<file path="src/rtl/cdb_arbiter_if.sv">
// cdb_arbiter_if
//
// Purpose: groups the result-writeback traffic of the CDB arbiter into one
// bundle. It carries the ALU and LSB result producers, their FIFO-full
// back-pressure, the registered common data bus and the sticky overflow flag.
//
// Modports:
//   master - producer/consumer side (execution units, ROB, testbench):
//            drives the alu_* and lsb_* result inputs and observes the full
//            flags, the CDB fields and overflow.
//   slave  - the arbiter itself: the mirror image of master.
//
// Signals:
//   alu_ready/alu_result/alu_rob_index/alu_branch/alu_newPC  ALU result
//   alu_full                                                 ALU FIFO full
//   lsb_ready/lsb_result/lsb_rob_index                       LSB result
//   lsb_full                                                 LSB FIFO full
//   cdb_valid/cdb_rob_index/cdb_result/cdb_branch/cdb_newPC/cdb_src  CDB
//   overflow                                                 sticky error
interface cdb_arbiter_if #(
  parameter int DATA_W    = 32,
  parameter int ADDR_W    = 32,
  parameter int ROB_IDX_W = 4
);
  logic                 alu_ready;
  logic [DATA_W-1:0]    alu_result;
  logic [ROB_IDX_W-1:0] alu_rob_index;
  logic                 alu_branch;
  logic [ADDR_W-1:0]    alu_newPC;
  logic                 alu_full;

  logic                 lsb_ready;
  logic [DATA_W-1:0]    lsb_result;
  logic [ROB_IDX_W-1:0] lsb_rob_index;
  logic                 lsb_full;

  logic                 cdb_valid;
  logic [ROB_IDX_W-1:0] cdb_rob_index;
  logic [DATA_W-1:0]    cdb_result;
  logic                 cdb_branch;
  logic [ADDR_W-1:0]    cdb_newPC;
  logic                 cdb_src;
  logic                 overflow;

  modport master (
    output alu_ready, alu_result, alu_rob_index, alu_branch, alu_newPC,
    output lsb_ready, lsb_result, lsb_rob_index,
    input  alu_full, lsb_full,
    input  cdb_valid, cdb_rob_index, cdb_result, cdb_branch, cdb_newPC, cdb_src,
    input  overflow
  );

  modport slave (
    input  alu_ready, alu_result, alu_rob_index, alu_branch, alu_newPC,
    input  lsb_ready, lsb_result, lsb_rob_index,
    output alu_full, lsb_full,
    output cdb_valid, cdb_rob_index, cdb_result, cdb_branch, cdb_newPC, cdb_src,
    output overflow
  );
endinterface

</file>
<file path="src/rtl/cdb_arbiter.sv">
// cdb_arbiter
//
// Purpose: merges ALU and load/store-buffer results onto a single registered
// common data bus. Each source owns a small FIFO; when both sources have a
// result, grants alternate (round robin on the last granted source). A live
// input with an empty FIFO bypasses straight to the CDB register. A flush
// from the ROB empties both FIFOs.
//
// Ports:
//   clk_in  - clock, rising edge
//   rst_in  - asynchronous active-low reset
//   rdy_in  - global ready; low freezes every register and ignores inputs
//   clr_in  - synchronous flush (mispredict) from the ROB
//   bus     - cdb_arbiter_if.slave: source results, full flags, CDB, overflow
module cdb_arbiter #(
  parameter int DATA_W     = 32,
  parameter int ADDR_W     = 32,
  parameter int ROB_IDX_W  = 4,
  parameter int FIFO_DEPTH = 4
) (
  input logic          clk_in,
  input logic          rst_in,
  input logic          rdy_in,
  input logic          clr_in,
  cdb_arbiter_if.slave bus
);

  localparam int PTR_W = $clog2(FIFO_DEPTH);
  localparam int CNT_W = PTR_W + 1;
  localparam logic [CNT_W-1:0] FULL_CNT = CNT_W'(FIFO_DEPTH);

  typedef enum logic {
    SRC_ALU = 1'b0,
    SRC_LSB = 1'b1
  } src_e;

  typedef struct packed {
    logic [ROB_IDX_W-1:0] idx;
    logic [DATA_W-1:0]    result;
    logic                 branch;
    logic [ADDR_W-1:0]    new_pc;
  } alu_entry_t;

  typedef struct packed {
    logic [ROB_IDX_W-1:0] idx;
    logic [DATA_W-1:0]    result;
  } lsb_entry_t;

  alu_entry_t alu_mem_q [FIFO_DEPTH];
  lsb_entry_t lsb_mem_q [FIFO_DEPTH];

  logic [PTR_W-1:0] alu_rd_ptr_q, alu_rd_ptr_d, alu_wr_ptr_q, alu_wr_ptr_d;
  logic [PTR_W-1:0] lsb_rd_ptr_q, lsb_rd_ptr_d, lsb_wr_ptr_q, lsb_wr_ptr_d;
  logic [CNT_W-1:0] alu_cnt_q, alu_cnt_d, lsb_cnt_q, lsb_cnt_d;
  src_e             last_grant_q, last_grant_d;

  logic                 cdb_valid_q, cdb_valid_d;
  logic [ROB_IDX_W-1:0] cdb_idx_q, cdb_idx_d;
  logic [DATA_W-1:0]    cdb_result_q, cdb_result_d;
  logic                 cdb_branch_q, cdb_branch_d;
  logic [ADDR_W-1:0]    cdb_pc_q, cdb_pc_d;
  src_e                 cdb_src_q, cdb_src_d;
  logic                 overflow_q, overflow_d;

  logic       active;
  logic       alu_empty, lsb_empty, alu_full, lsb_full;
  logic       alu_cand, lsb_cand, grant_alu, grant_lsb;
  logic       alu_push_req, lsb_push_req;
  logic       alu_push, lsb_push, alu_pop, lsb_pop, alu_drop, lsb_drop;
  alu_entry_t alu_live, alu_head;
  lsb_entry_t lsb_live, lsb_head;

  // Occupancy flags. Full ignores a same-cycle pop on purpose, so the
  // producer sees a stable, purely registered back-pressure signal.
  assign active    = rdy_in && !clr_in;
  assign alu_empty = (alu_cnt_q == '0);
  assign lsb_empty = (lsb_cnt_q == '0);
  assign alu_full  = (alu_cnt_q == FULL_CNT);
  assign lsb_full  = (lsb_cnt_q == FULL_CNT);

  // Head selection: buffered entries always go first, the live input only
  // bypasses when its FIFO is empty, which keeps per-source order strict.
  always_comb begin
    alu_live.idx    = bus.alu_rob_index;
    alu_live.result = bus.alu_result;
    alu_live.branch = bus.alu_branch;
    alu_live.new_pc = bus.alu_newPC;
    lsb_live.idx    = bus.lsb_rob_index;
    lsb_live.result = bus.lsb_result;
    alu_head = alu_empty ? alu_live : alu_mem_q[alu_rd_ptr_q];
    lsb_head = lsb_empty ? lsb_live : lsb_mem_q[lsb_rd_ptr_q];
  end

  // Round-robin grant: on contention the source that did not win last time
  // gets the bus. A live input granted through bypass is not pushed.
  assign alu_cand     = active && (!alu_empty || bus.alu_ready);
  assign lsb_cand     = active && (!lsb_empty || bus.lsb_ready);
  assign grant_alu    = alu_cand && (!lsb_cand || (last_grant_q == SRC_LSB));
  assign grant_lsb    = lsb_cand && !grant_alu;

  assign alu_push_req = active && bus.alu_ready && !(grant_alu && alu_empty);
  assign lsb_push_req = active && bus.lsb_ready && !(grant_lsb && lsb_empty);
  assign alu_push     = alu_push_req && !alu_full;
  assign lsb_push     = lsb_push_req && !lsb_full;
  assign alu_drop     = alu_push_req && alu_full;
  assign lsb_drop     = lsb_push_req && lsb_full;
  assign alu_pop      = grant_alu && !alu_empty;
  assign lsb_pop      = grant_lsb && !lsb_empty;

  // Next-state logic. A flush only takes effect while rdy_in is high; all
  // other updates are already gated through 'active'.
  always_comb begin
    alu_rd_ptr_d = alu_rd_ptr_q;
    alu_wr_ptr_d = alu_wr_ptr_q;
    lsb_rd_ptr_d = lsb_rd_ptr_q;
    lsb_wr_ptr_d = lsb_wr_ptr_q;
    alu_cnt_d    = alu_cnt_q;
    lsb_cnt_d    = lsb_cnt_q;
    last_grant_d = last_grant_q;
    cdb_valid_d  = cdb_valid_q;
    cdb_idx_d    = cdb_idx_q;
    cdb_result_d = cdb_result_q;
    cdb_branch_d = cdb_branch_q;
    cdb_pc_d     = cdb_pc_q;
    cdb_src_d    = cdb_src_q;
    overflow_d   = overflow_q;

    if (rdy_in && clr_in) begin
      alu_rd_ptr_d = '0;
      alu_wr_ptr_d = '0;
      lsb_rd_ptr_d = '0;
      lsb_wr_ptr_d = '0;
      alu_cnt_d    = '0;
      lsb_cnt_d    = '0;
      cdb_valid_d  = 1'b0;
      last_grant_d = SRC_LSB;
    end else if (rdy_in) begin
      if (alu_push) alu_wr_ptr_d = alu_wr_ptr_q + PTR_W'(1);
      if (alu_pop)  alu_rd_ptr_d = alu_rd_ptr_q + PTR_W'(1);
      if (lsb_push) lsb_wr_ptr_d = lsb_wr_ptr_q + PTR_W'(1);
      if (lsb_pop)  lsb_rd_ptr_d = lsb_rd_ptr_q + PTR_W'(1);

      if (alu_push && !alu_pop)      alu_cnt_d = alu_cnt_q + CNT_W'(1);
      else if (!alu_push && alu_pop) alu_cnt_d = alu_cnt_q - CNT_W'(1);
      if (lsb_push && !lsb_pop)      lsb_cnt_d = lsb_cnt_q + CNT_W'(1);
      else if (!lsb_push && lsb_pop) lsb_cnt_d = lsb_cnt_q - CNT_W'(1);

      cdb_valid_d = grant_alu || grant_lsb;
      if (grant_alu) begin
        cdb_idx_d    = alu_head.idx;
        cdb_result_d = alu_head.result;
        cdb_branch_d = alu_head.branch;
        cdb_pc_d     = alu_head.new_pc;
        cdb_src_d    = SRC_ALU;
        last_grant_d = SRC_ALU;
      end else if (grant_lsb) begin
        cdb_idx_d    = lsb_head.idx;
        cdb_result_d = lsb_head.result;
        cdb_branch_d = 1'b0;
        cdb_pc_d     = '0;
        cdb_src_d    = SRC_LSB;
        last_grant_d = SRC_LSB;
      end

      overflow_d = overflow_q || alu_drop || lsb_drop;
    end
  end

  // Control and CDB registers. Reset leaves last_grant at LSB so the ALU
  // wins the first contention.
  always_ff @(posedge clk_in or negedge rst_in) begin
    if (!rst_in) begin
      alu_rd_ptr_q <= '0;
      alu_wr_ptr_q <= '0;
      lsb_rd_ptr_q <= '0;
      lsb_wr_ptr_q <= '0;
      alu_cnt_q    <= '0;
      lsb_cnt_q    <= '0;
      last_grant_q <= SRC_LSB;
      cdb_valid_q  <= 1'b0;
      cdb_idx_q    <= '0;
      cdb_result_q <= '0;
      cdb_branch_q <= 1'b0;
      cdb_pc_q     <= '0;
      cdb_src_q    <= SRC_ALU;
      overflow_q   <= 1'b0;
    end else begin
      alu_rd_ptr_q <= alu_rd_ptr_d;
      alu_wr_ptr_q <= alu_wr_ptr_d;
      lsb_rd_ptr_q <= lsb_rd_ptr_d;
      lsb_wr_ptr_q <= lsb_wr_ptr_d;
      alu_cnt_q    <= alu_cnt_d;
      lsb_cnt_q    <= lsb_cnt_d;
      last_grant_q <= last_grant_d;
      cdb_valid_q  <= cdb_valid_d;
      cdb_idx_q    <= cdb_idx_d;
      cdb_result_q <= cdb_result_d;
      cdb_branch_q <= cdb_branch_d;
      cdb_pc_q     <= cdb_pc_d;
      cdb_src_q    <= cdb_src_d;
      overflow_q   <= overflow_d;
    end
  end

  // FIFO storage needs no reset: the counts decide which slots are live.
  always_ff @(posedge clk_in) begin
    if (alu_push) alu_mem_q[alu_wr_ptr_q] <= alu_live;
    if (lsb_push) lsb_mem_q[lsb_wr_ptr_q] <= lsb_live;
  end

  assign bus.alu_full      = alu_full;
  assign bus.lsb_full      = lsb_full;
  assign bus.cdb_valid     = cdb_valid_q;
  assign bus.cdb_rob_index = cdb_idx_q;
  assign bus.cdb_result    = cdb_result_q;
  assign bus.cdb_branch    = cdb_branch_q;
  assign bus.cdb_newPC     = cdb_pc_q;
  assign bus.cdb_src       = cdb_src_q;
  assign bus.overflow      = overflow_q;

endmodule

</file>
<file path="src/flat_wrapper.sv">
// flat-port wrapper written by rule: the top's interface ports become plain ports
module cdb_arbiter_flat 
#(
  parameter int DATA_W     = 32,
  parameter int ADDR_W     = 32,
  parameter int ROB_IDX_W  = 4,
  parameter int FIFO_DEPTH = 4
)
  (clk_in, rst_in, rdy_in, clr_in, bus_alu_ready, bus_alu_result, bus_alu_rob_index, bus_alu_branch, bus_alu_newPC, bus_lsb_ready, bus_lsb_result, bus_lsb_rob_index, bus_alu_full, bus_lsb_full, bus_cdb_valid, bus_cdb_rob_index, bus_cdb_result, bus_cdb_branch, bus_cdb_newPC, bus_cdb_src, bus_overflow);
  cdb_arbiter_if #(.DATA_W(DATA_W), .ADDR_W(ADDR_W), .ROB_IDX_W(ROB_IDX_W)) bus_i ();
  input logic clk_in;
  input logic rst_in;
  input logic rdy_in;
  input logic clr_in;
  input wire logic [$bits(bus_i.alu_ready)-1:0] bus_alu_ready;
  input wire logic [$bits(bus_i.alu_result)-1:0] bus_alu_result;
  input wire logic [$bits(bus_i.alu_rob_index)-1:0] bus_alu_rob_index;
  input wire logic [$bits(bus_i.alu_branch)-1:0] bus_alu_branch;
  input wire logic [$bits(bus_i.alu_newPC)-1:0] bus_alu_newPC;
  input wire logic [$bits(bus_i.lsb_ready)-1:0] bus_lsb_ready;
  input wire logic [$bits(bus_i.lsb_result)-1:0] bus_lsb_result;
  input wire logic [$bits(bus_i.lsb_rob_index)-1:0] bus_lsb_rob_index;
  output wire logic [$bits(bus_i.alu_full)-1:0] bus_alu_full;
  output wire logic [$bits(bus_i.lsb_full)-1:0] bus_lsb_full;
  output wire logic [$bits(bus_i.cdb_valid)-1:0] bus_cdb_valid;
  output wire logic [$bits(bus_i.cdb_rob_index)-1:0] bus_cdb_rob_index;
  output wire logic [$bits(bus_i.cdb_result)-1:0] bus_cdb_result;
  output wire logic [$bits(bus_i.cdb_branch)-1:0] bus_cdb_branch;
  output wire logic [$bits(bus_i.cdb_newPC)-1:0] bus_cdb_newPC;
  output wire logic [$bits(bus_i.cdb_src)-1:0] bus_cdb_src;
  output wire logic [$bits(bus_i.overflow)-1:0] bus_overflow;
  assign bus_i.alu_ready = bus_alu_ready;
  assign bus_i.alu_result = bus_alu_result;
  assign bus_i.alu_rob_index = bus_alu_rob_index;
  assign bus_i.alu_branch = bus_alu_branch;
  assign bus_i.alu_newPC = bus_alu_newPC;
  assign bus_i.lsb_ready = bus_lsb_ready;
  assign bus_i.lsb_result = bus_lsb_result;
  assign bus_i.lsb_rob_index = bus_lsb_rob_index;
  assign bus_alu_full = bus_i.alu_full;
  assign bus_lsb_full = bus_i.lsb_full;
  assign bus_cdb_valid = bus_i.cdb_valid;
  assign bus_cdb_rob_index = bus_i.cdb_rob_index;
  assign bus_cdb_result = bus_i.cdb_result;
  assign bus_cdb_branch = bus_i.cdb_branch;
  assign bus_cdb_newPC = bus_i.cdb_newPC;
  assign bus_cdb_src = bus_i.cdb_src;
  assign bus_overflow = bus_i.overflow;
  cdb_arbiter #(.DATA_W(DATA_W), .ADDR_W(ADDR_W), .ROB_IDX_W(ROB_IDX_W), .FIFO_DEPTH(FIFO_DEPTH)) u_core (.clk_in(clk_in), .rst_in(rst_in), .rdy_in(rdy_in), .clr_in(clr_in), .bus(bus_i));
endmodule
</file>
<file path="config.mk">
export PLATFORM = sky130hd
export DESIGN_NAME = cdb_arbiter_flat
export DESIGN_NICKNAME = d
export VERILOG_FILES = /design/src/rtl/cdb_arbiter_if.sv /design/src/rtl/cdb_arbiter.sv /design/src/flat_wrapper.sv
export SDC_FILE = /design/constraint.sdc
export NUM_CORES = 1
export LEC_CHECK = 0
export CAP_MARGIN = 5
export CORE_ASPECT_RATIO = 0.6
export CORE_MARGIN = 3
export CORE_UTILIZATION = 40
export CTS_BUF_LIST = sky130_fd_sc_hd__clkbuf_4
export DETAILED_ROUTE_END_ITERATION = 8
export PLACE_DENSITY = 0.71
export SETUP_SLACK_MARGIN = 0.1
export SYNTH_ARGS = -nofsm -noshare
export SYNTH_HDL_FRONTEND = slang
export SYNTH_SLANG_ARGS = --single-unit
</file>
<file path="constraint.sdc">
create_clock -name clk_in -period 3.3 [get_ports clk_in]
set_input_delay 0.66 -clock clk_in [delete_from_list [all_inputs] [get_ports clk_in]]
set_output_delay 0.66 -clock clk_in [all_outputs]
set_load 0.05 [all_outputs]
</file>
==> results.md, run 1 <==
- Status: finished clean
- Tmin final: 2.88 ns
- Worst Setup EP: bus_lsb_full
- Register area share after synthesis: 74.2%
- I/O Buffers: 184
- Post-synthesis simple-gate area fraction: 2.64%
- Reg2Reg Depth: 10
- Wirelength per Cell: 23.1 um
- Max clock buf depth: 3
- Area delta synth->final: 22.2%
- R2R Setup Slk: 0.68 ns
- RePlAce Congestion: 0.776
- Count leader, synth: edfxtp_1
- Mapped Area: 19900 um^2
- DRC violations left: 0
- Initial antenna violation count: 4
- Critical Path Slowest Stage Cell: dlygate4sd2_1
- Syn nets: 1192
- PwrDens: 786 nW/um^2
- Worst path cell trace: nor3b_1 > dlygate4sd2_1
- Reg power frac: 42.5%
- Worst Setup SP: u_core.lsb_cnt_q[0]$_DFFE_PN0P_
- Main area contributors after synthesis: edfxtp_1 63%, mux4_2 12%, dfrtp_1 11%, a22o_1 1.6%, o22a_1 1.6%
- Worst-margin pin slew: 1.01 ns
- Largest net degree at the start of global routing: 71
- First-pass GRT wire length: 73200 um
- GRT Total Usage: 18.5%
- Total power: 0.0191 W
- Clk Latency, worst-skew pair: 0.82 ns
- CP peak stage delay: 0.57 ns
- CP required: 2.64 ns
- Die Wd: 294 um
- Unrepaired setup endpoints after global routing: no
- Cell row count: 62
- Number of routed nets with antenna violations: 0
- First DRT Iteration DRCs: 929
- Library cells used by synthesis: 56
- Multi-input gate area: 4700 um^2
- Crit path max fanout: 8
- Clk root buf: clkbuf_4
- Ys flop type: edfxtp_1
- Via count: 11300
- Relative slew slack: 32.6%
- Multiplexer share of the synthesized area: 12.0%
- CP Class: flip-flop to output pin
- Clock power share: 26.2%
- Async SR Flop Fraction: 17.2%
- Fmax: 347 MHz
- Clk_skew: 0.0650 ns
- NetSw: 0.00650 W
- Main combinational cell family by area after synthesis: multiplexers
- Final Instance Area: 24400 um^2
- Post-Layout Cell Count: 2073
- Crit Reg-Reg Startpoint: u_core.last_grant_q$_DFFE_PN1P_
- Final hold vios: 0
- Fin crit share: 87.4%
- Cell count after synthesis: 1069
- Leakage: 8.25 nW
- Critical path capture point type: output pin
- Placed inst area: 22800 um^2
- Nets@finish: 1464
- Layout filler cell count: 4041
- Pre-CTS setup slack: -0.0206 ns
- Vias per cell: 5.44
- Core ar.: 48600 um^2
- FF+latch area: 14800 um^2
- Final setup fails: 0
- Post-Synth XOR/XNOR Area: 0.132%
- CTS tree: done
- Io pins: 185
- Int Power: 0.0126 W
- Die area: 52700 um^2
- Synth warn: 0
- Adder and majority gate portion of the synthesized area: 0.828%
- Slew Viols, Final: 0
- Reg2reg end: u_core.lsb_cnt_q[2]$_DFFE_PN0P_
- Total gr overflow: 0
- Worst-path clk slew: 0.07 ns
- Post-synth top cells: 420 x edfxtp_1, 105 x mux4_2, 86 x dfrtp_1, 77 x nand2_1, 43 x inv_1
- Post-Syn Area per Cell: 18.7 um^2
- Comb pwr share: 31.4%
- Htree depth: 3
- CTS Buf Count: 115
- Post-Route WL: 47900 um
- Number of synthesized register bits: 507
- Die height: 179 um
- Layout cell share with drive strength beyond 1: 25.3%
- Initial Util: 41.1%
- CP startpoint kind: flip-flop
- Switching Share: 33.9%
- CTS sink count: 507
- Synth area leader: edfxtp_1
- Dpl cells: 1863
- Synth top area share: 63.2%
- HPWL Detailed: 28400 um
- PnR worst setup slack: 0.417 ns
- Number of global-route vias before repair: 12200
- Critical path data arrival time: 2.22 ns
- Max-cap viol count: 0
- Hold Path Class: input pin to asynchronous set/reset pin
- Synth Area in Compound Gates: 7.74%
- TritonRoute pass-1 iters: 5
- Post-synth EDFFs: 420
- Worst VDD drop: 0.000615 V
[cells by family after synthesis]
logic type	count (synthesis)
flops	507
compound gates	208
buf+inv	116
simple gates	116
mux	107
fa+ha+maj	12
xor+xnor	3
[layout by cell type (no fill, tap or decap), types with 4 or more instances in the layout]
cell             synthesis  layout
o21ai_1                 34      34
mux4_2                 105     105
buf_12                   0      18
inv_2                    1       4
ha_1                    10      10
clkbuf_4                 0     186
clkinv_1                 1      15
edfxtp_1               420     420
inv_1                   43      43
a22o_1                  37      37
buf_4                    3      24
a31oi_1                 37      37
and2_4                   0       4
and2_2                   0       4
a22oi_1                 36      36
clkdlybuf4s50_1          0     181
nor2_1                  12      11
nand2_1                 77      77
dfrtp_1                 86      82
o22a_1                  37      37
[power by group through the flow]
stage | registers, W | logic, W | clock network (W)
after floorplan | 0.00927 | 0.00289 | 0
after global placement | 0.00826 | 0.00597 | 0
after detailed placement | 0.00828 | 0.00604 | 0
after CTS | 0.00815 | 0.00606 | 0.00515
after global routing | 0.00824 | 0.00641 | 0.00550
final | 0.00814 | 0.00600 | 0.00501
[final cells by class]
class	count	area share, %
diodes	1	0.0103
clock buffers	186	5.73
clock inverters	22	0.478
inverters	45	0.693
multi-input cells	446	19.3
flip-flops and latches	507	60.7
well taps	640	3.29
repair buffers	226	9.77
[metrics by stage]
step                utilization [%]  TNS [ns]  hold slack, ns
floorplan                         -         0           0.364
global placement               47.0         0           0.468
detailed placement             47.0   -0.0206           0.469
CTS                            50.2         0           0.118
global route                   50.2         0           0.113
finish                         50.2         0           0.210
[metal layers]
metal,GRT usage [%],share of wire (%),vias to the layer above
met5,0,0.096,-
met4,4.78,1.3,6
met3,4.90,6.2,61
met2,29.1,47,362
met1,26.0,45,5908
li1,-,-,4941
[worst min path at each step]
stage,startpoint,to,slack [ns],depth (start not counted)
floorplan,rst_in,u_core.alu_cnt_q[0]$_DFFE_PN0P_,0.36,0
global placement,rst_in,u_core.bus.cdb_result[4]$_DFFE_PN0P_,0.47,1
detailed placement,rst_in,u_core.bus.cdb_result[4]$_DFFE_PN0P_,0.47,1
CTS,rst_in,u_core.bus.cdb_result[4]$_DFFE_PN0P_,0.12,2
global route,rst_in,u_core.bus.cdb_result[5]$_DFFE_PN0P_,0.11,2
finish,rst_in,u_core.bus.cdb_result[4]$_DFFE_PN0P_,0.21,2
[worst max-delay path: cells and delay by family (launching register included)]
| family | cells | cell delay [ns] |
|---|---|---|
| buffers and inverters | 1 | 0.57 |
| DFF | 1 | 0.54 |
| and+or+nand+nor | 1 | 0.31 |
[timing repair]
action                                 CTS  global route
setup endpoints to repair                2             0
endpoints found under the hold margin   24             0
setup buffers                            0             0
hold buffers                             1             0
resized for setup                        2             0
[flip-flops by register name (all words and copies together), names as in the netlist, 2 cells and up]
| register | flops |
|---|---|
| u_core.bus.cdb_result | 32 |
| u_core.lsb_cnt_q | 3 |
| u_core.alu_cnt_q | 3 |
| u_core.alu_rd_ptr_q | 2 |
| u_core.alu_wr_ptr_q | 2 |
| u_core.lsb_mem_q | 144 |
| u_core.lsb_rd_ptr_q | 2 |
| u_core.alu_mem_q | 276 |
| u_core.bus.cdb_rob_index | 4 |
| u_core.lsb_wr_ptr_q | 2 |
| u_core.bus.cdb_newPC | 32 |
(Power assumes the default switching activity.)
==> inputs of run 2 (changes only) <==
--- a/config.mk
+++ b/config.mk
@@ -10,6 +10,7 @@
 export CORE_MARGIN = 3
 export CORE_UTILIZATION = 40
 export CTS_BUF_LIST = sky130_fd_sc_hd__clkbuf_4
+export CTS_CLUSTER_SIZE = 12
 export DETAILED_ROUTE_END_ITERATION = 8
 export PLACE_DENSITY = 0.71
 export SETUP_SLACK_MARGIN = 0.1
==> results.md, run 2 (synthesis gave the netlist of run 1 again) <==
- Status: finished clean (unchanged)
- Post-CTS Setup Bufs: 0 (unchanged)
- Worst-path clk slew: 0.08 ns (was 0.07 ns)
- Slew Viols, Final: 0 (unchanged)
- Fin crit share: 86.9% (was 87.4%)
- Relative slew slack: 33.4% (was 32.6%)
- Crit path depth: 2 (unchanged)
- Critical Path Slowest Stage Cell: dlygate4sd2_1 (unchanged)
- Commonest non-fill, non-tap cell in the layout: edfxtp_1 (unchanged)
- Highest-count cells in the layout ignoring fill and taps: 420 x edfxtp_1, 186 x clkbuf_4, 181 x clkdlybuf4s50_1 (unchanged)
- GRT Total Usage: 18.5% (about the same)
- CTS Buf Count: 114 (was 115)
- First DRT Iteration DRCs: 991 (was 929)
- DRC violations left: 0 (unchanged)
- Clk Latency, worst-skew pair: 0.79 ns (was 0.82 ns)
- Cell row count: 62 (unchanged)
- I/O Buffers: 184 (unchanged)
- CP peak stage delay: 0.57 ns (about the same)
- Die height: 179 um (unchanged)
- CTS sink count: 507 (unchanged)
- Total gr overflow: 0 (unchanged)
- Hold Path Class: input pin to asynchronous set/reset pin (unchanged)
- CP startpoint kind: flip-flop (unchanged)
- Pre-CTS setup slack: -0.0206 ns (unchanged)
- Fmax: 349 MHz (was 347 MHz)
- Biggest register: u_core.alu_mem_q (unchanged)
- Max-cap viol count: 0 (unchanged)
- RePlAce Congestion: 0.776 (unchanged)
- Layout filler cell count: 4044 (was 4041)
- Post-Layout Cell Count: 2071 (was 2073)
- Via count: 11300 (about the same)
- Worst path cell trace: nor3b_1 > dlygate4sd2_1 (unchanged)
- Worst Setup SP: u_core.lsb_cnt_q[0]$_DFFE_PN0P_ (unchanged)
- Critical path data arrival time: 2.21 ns (was 2.22 ns)
- Max FFs per register: 276 (unchanged)
- Clk root buf: clkbuf_4 (unchanged)
- Reg2Reg Depth: 10 (unchanged)
- Met3 usage: 4.84% (was 4.90%)
- Worst VDD drop: 0.000619 V (was 0.000615 V)
- CP Class: flip-flop to output pin (unchanged)
- Crit path max-delay family: buffers and inverters (unchanged)
- R2R Setup Slk: 0.70 ns (was 0.68 ns)
- Htree depth: 3 (unchanged)
- Worst-margin pin slew: 0.999 ns (was 1.01 ns)
- Layout cell share with drive strength beyond 1: 25.2% (was 25.3%)
- Total power: 0.0191 W (about the same)
- Top Registers: u_core.alu_mem_q x276, u_core.lsb_mem_q x144 (unchanged)
- Core ar.: 48600 um^2 (unchanged)
- First-pass GRT wire length: 73000 um (was 73200 um)
- CTS tree: done (unchanged)
- Most Used Layer, Global Route: met2 (unchanged)
- Critical path capture point type: output pin (unchanged)
- TNS Setup: 0 ns (unchanged)
- Post-Route WL: 47700 um (was 47900 um)
- Die area: 52700 um^2 (unchanged)
- Die Wd: 294 um (unchanged)
- Io pins: 185 (unchanged)
- Initial Util: 41.1% (unchanged)
- Number of routed nets with antenna violations: 0 (unchanged)
- Clk_skew: 0.0706 ns (was 0.0650 ns)
- Largest net degree at the start of global routing: 71 (unchanged)
- Area delta synth->final: 22.2% (about the same)
- PwrDens: 785 nW/um^2 (was 786 nW/um^2)
- Number of global-route vias before repair: 12200 (about the same)
- Final setup fails: 0 (unchanged)
- Nets@finish: 1463 (was 1464)
- Crit path buffers/inverters: 1 (unchanged)
- Initial antenna violation count: 3 (was 4)
- HPWL Detailed: 28400 um (unchanged)
- Unrepaired setup endpoints after global routing: no (unchanged)
- Crit Reg-Reg Startpoint: u_core.last_grant_q$_DFFE_PN1P_ (unchanged)
- Tmin final: 2.87 ns (was 2.88 ns)
- CP required: 2.64 ns (about the same)
- M2 GR Usage: 29.0% (was 29.1%)
- TritonRoute pass-1 iters: 5 (unchanged)
- Wirelength per Cell: 23.0 um (was 23.1 um)
- FF+latch area: 14800 um^2 (unchanged)
- Met1 usage: 26.0% (about the same)
- Multi-input gate area: 4700 um^2 (unchanged)
- Vias per cell: 5.45 (was 5.44)
- Dpl cells: 1863 (unchanged)
- Final hold vios: 0 (unchanged)
- Crit path max fanout: 8 (unchanged)
- Leakage: 8.24 nW (was 8.25 nW)
- Max clock buf depth: 3 (unchanged)
- PnR worst setup slack: 0.431 ns (was 0.417 ns)
run 2: cell count changes in the layout (fill, tap and decap cells not counted):
| cell | previous run | this run |
|---|---|---|
| clkinv_4 | 0 | 1 |
| clkinv_2 | 3 | 1 |
| clkinvlp_4 | 1 | 0 |
run 2: power by group:
part,internal (W),switching [W],leakage [nW]
sequential,0.00752,0.000609,4.86
clock,0.00261,0.00238,0.913
combinational,0.00251,0.00349,2.48
run 2: stage by stage:
step | hold slack [ns] | area [um^2] | utilization (%)
CTS | 0.110 | 24400 | 50.2
global placement | 0.468 | 22800 | 47.0
floorplan | 0.364 | 19900 | -
global route | 0.122 | 24400 | 50.2
finish | 0.213 | 24400 | 50.2
detailed placement | 0.469 | 22800 | 47.0
run 2: what timing repair did:
item,4_1_cts,5_1_grt
resized for setup,2,0
hold buffers,1,0
endpoints found under the hold margin,31,0
setup endpoints to repair,2,0
run 2: worst paths after layout:
kind	end
setup / recovery	bus_lsb_full
hold / removal	u_core.bus.cdb_result[5]$_DFFE_PN0P_
setup reg to reg	u_core.lsb_cnt_q[2]$_DFFE_PN0P_
hold reg to reg	u_core.bus.overflow$_DFFE_PN0P_
max in group asynchronous	u_core.alu_rd_ptr_q[0]$_DFFE_PN0P_
min in group clk_in	u_core.bus.overflow$_DFFE_PN0P_
run 2: final cells by class:
class | instances | share of cell area (%)
timing repair buffer | 226 | 9.77
multi-input combinational | 446 | 19.3
antenna | 1 | 0.0103
clock inverter | 20 | 0.442
clock buffer | 186 | 5.73
sequential | 507 | 60.8
tap | 640 | 3.29
inverter | 45 | 0.693
run 2: worst reg2reg max path: stages (launching register included):
cell      delay, ns
dfstp_2        0.64
nand3b_1       0.11
o31a_1         0.26
nor2_1         0.15
ha_1           0.23
inv_1          0.07
fa_1           0.37
xor2_1         0.16
nor2_1         0.15
o21ai_0        0.11
a22o_1         0.24
run 2: routing by layer:
layer	share of wire, %	up-vias
met1	44	5891
met3	7.4	60
met5	0.078	-
li1	-	4939
met2	47	403
met4	1.3	4
==> inputs of run 3 (changes only) <==
--- a/config.mk
+++ b/config.mk
@@ -5,7 +5,6 @@
 export SDC_FILE = /design/constraint.sdc
 export NUM_CORES = 1
 export LEC_CHECK = 0
-export CAP_MARGIN = 5
 export CORE_ASPECT_RATIO = 0.6
 export CORE_MARGIN = 3
 export CORE_UTILIZATION = 40
==> results of run 3 <==
Same layout as run 2: the final DEF is identical, and so are final timing and power.
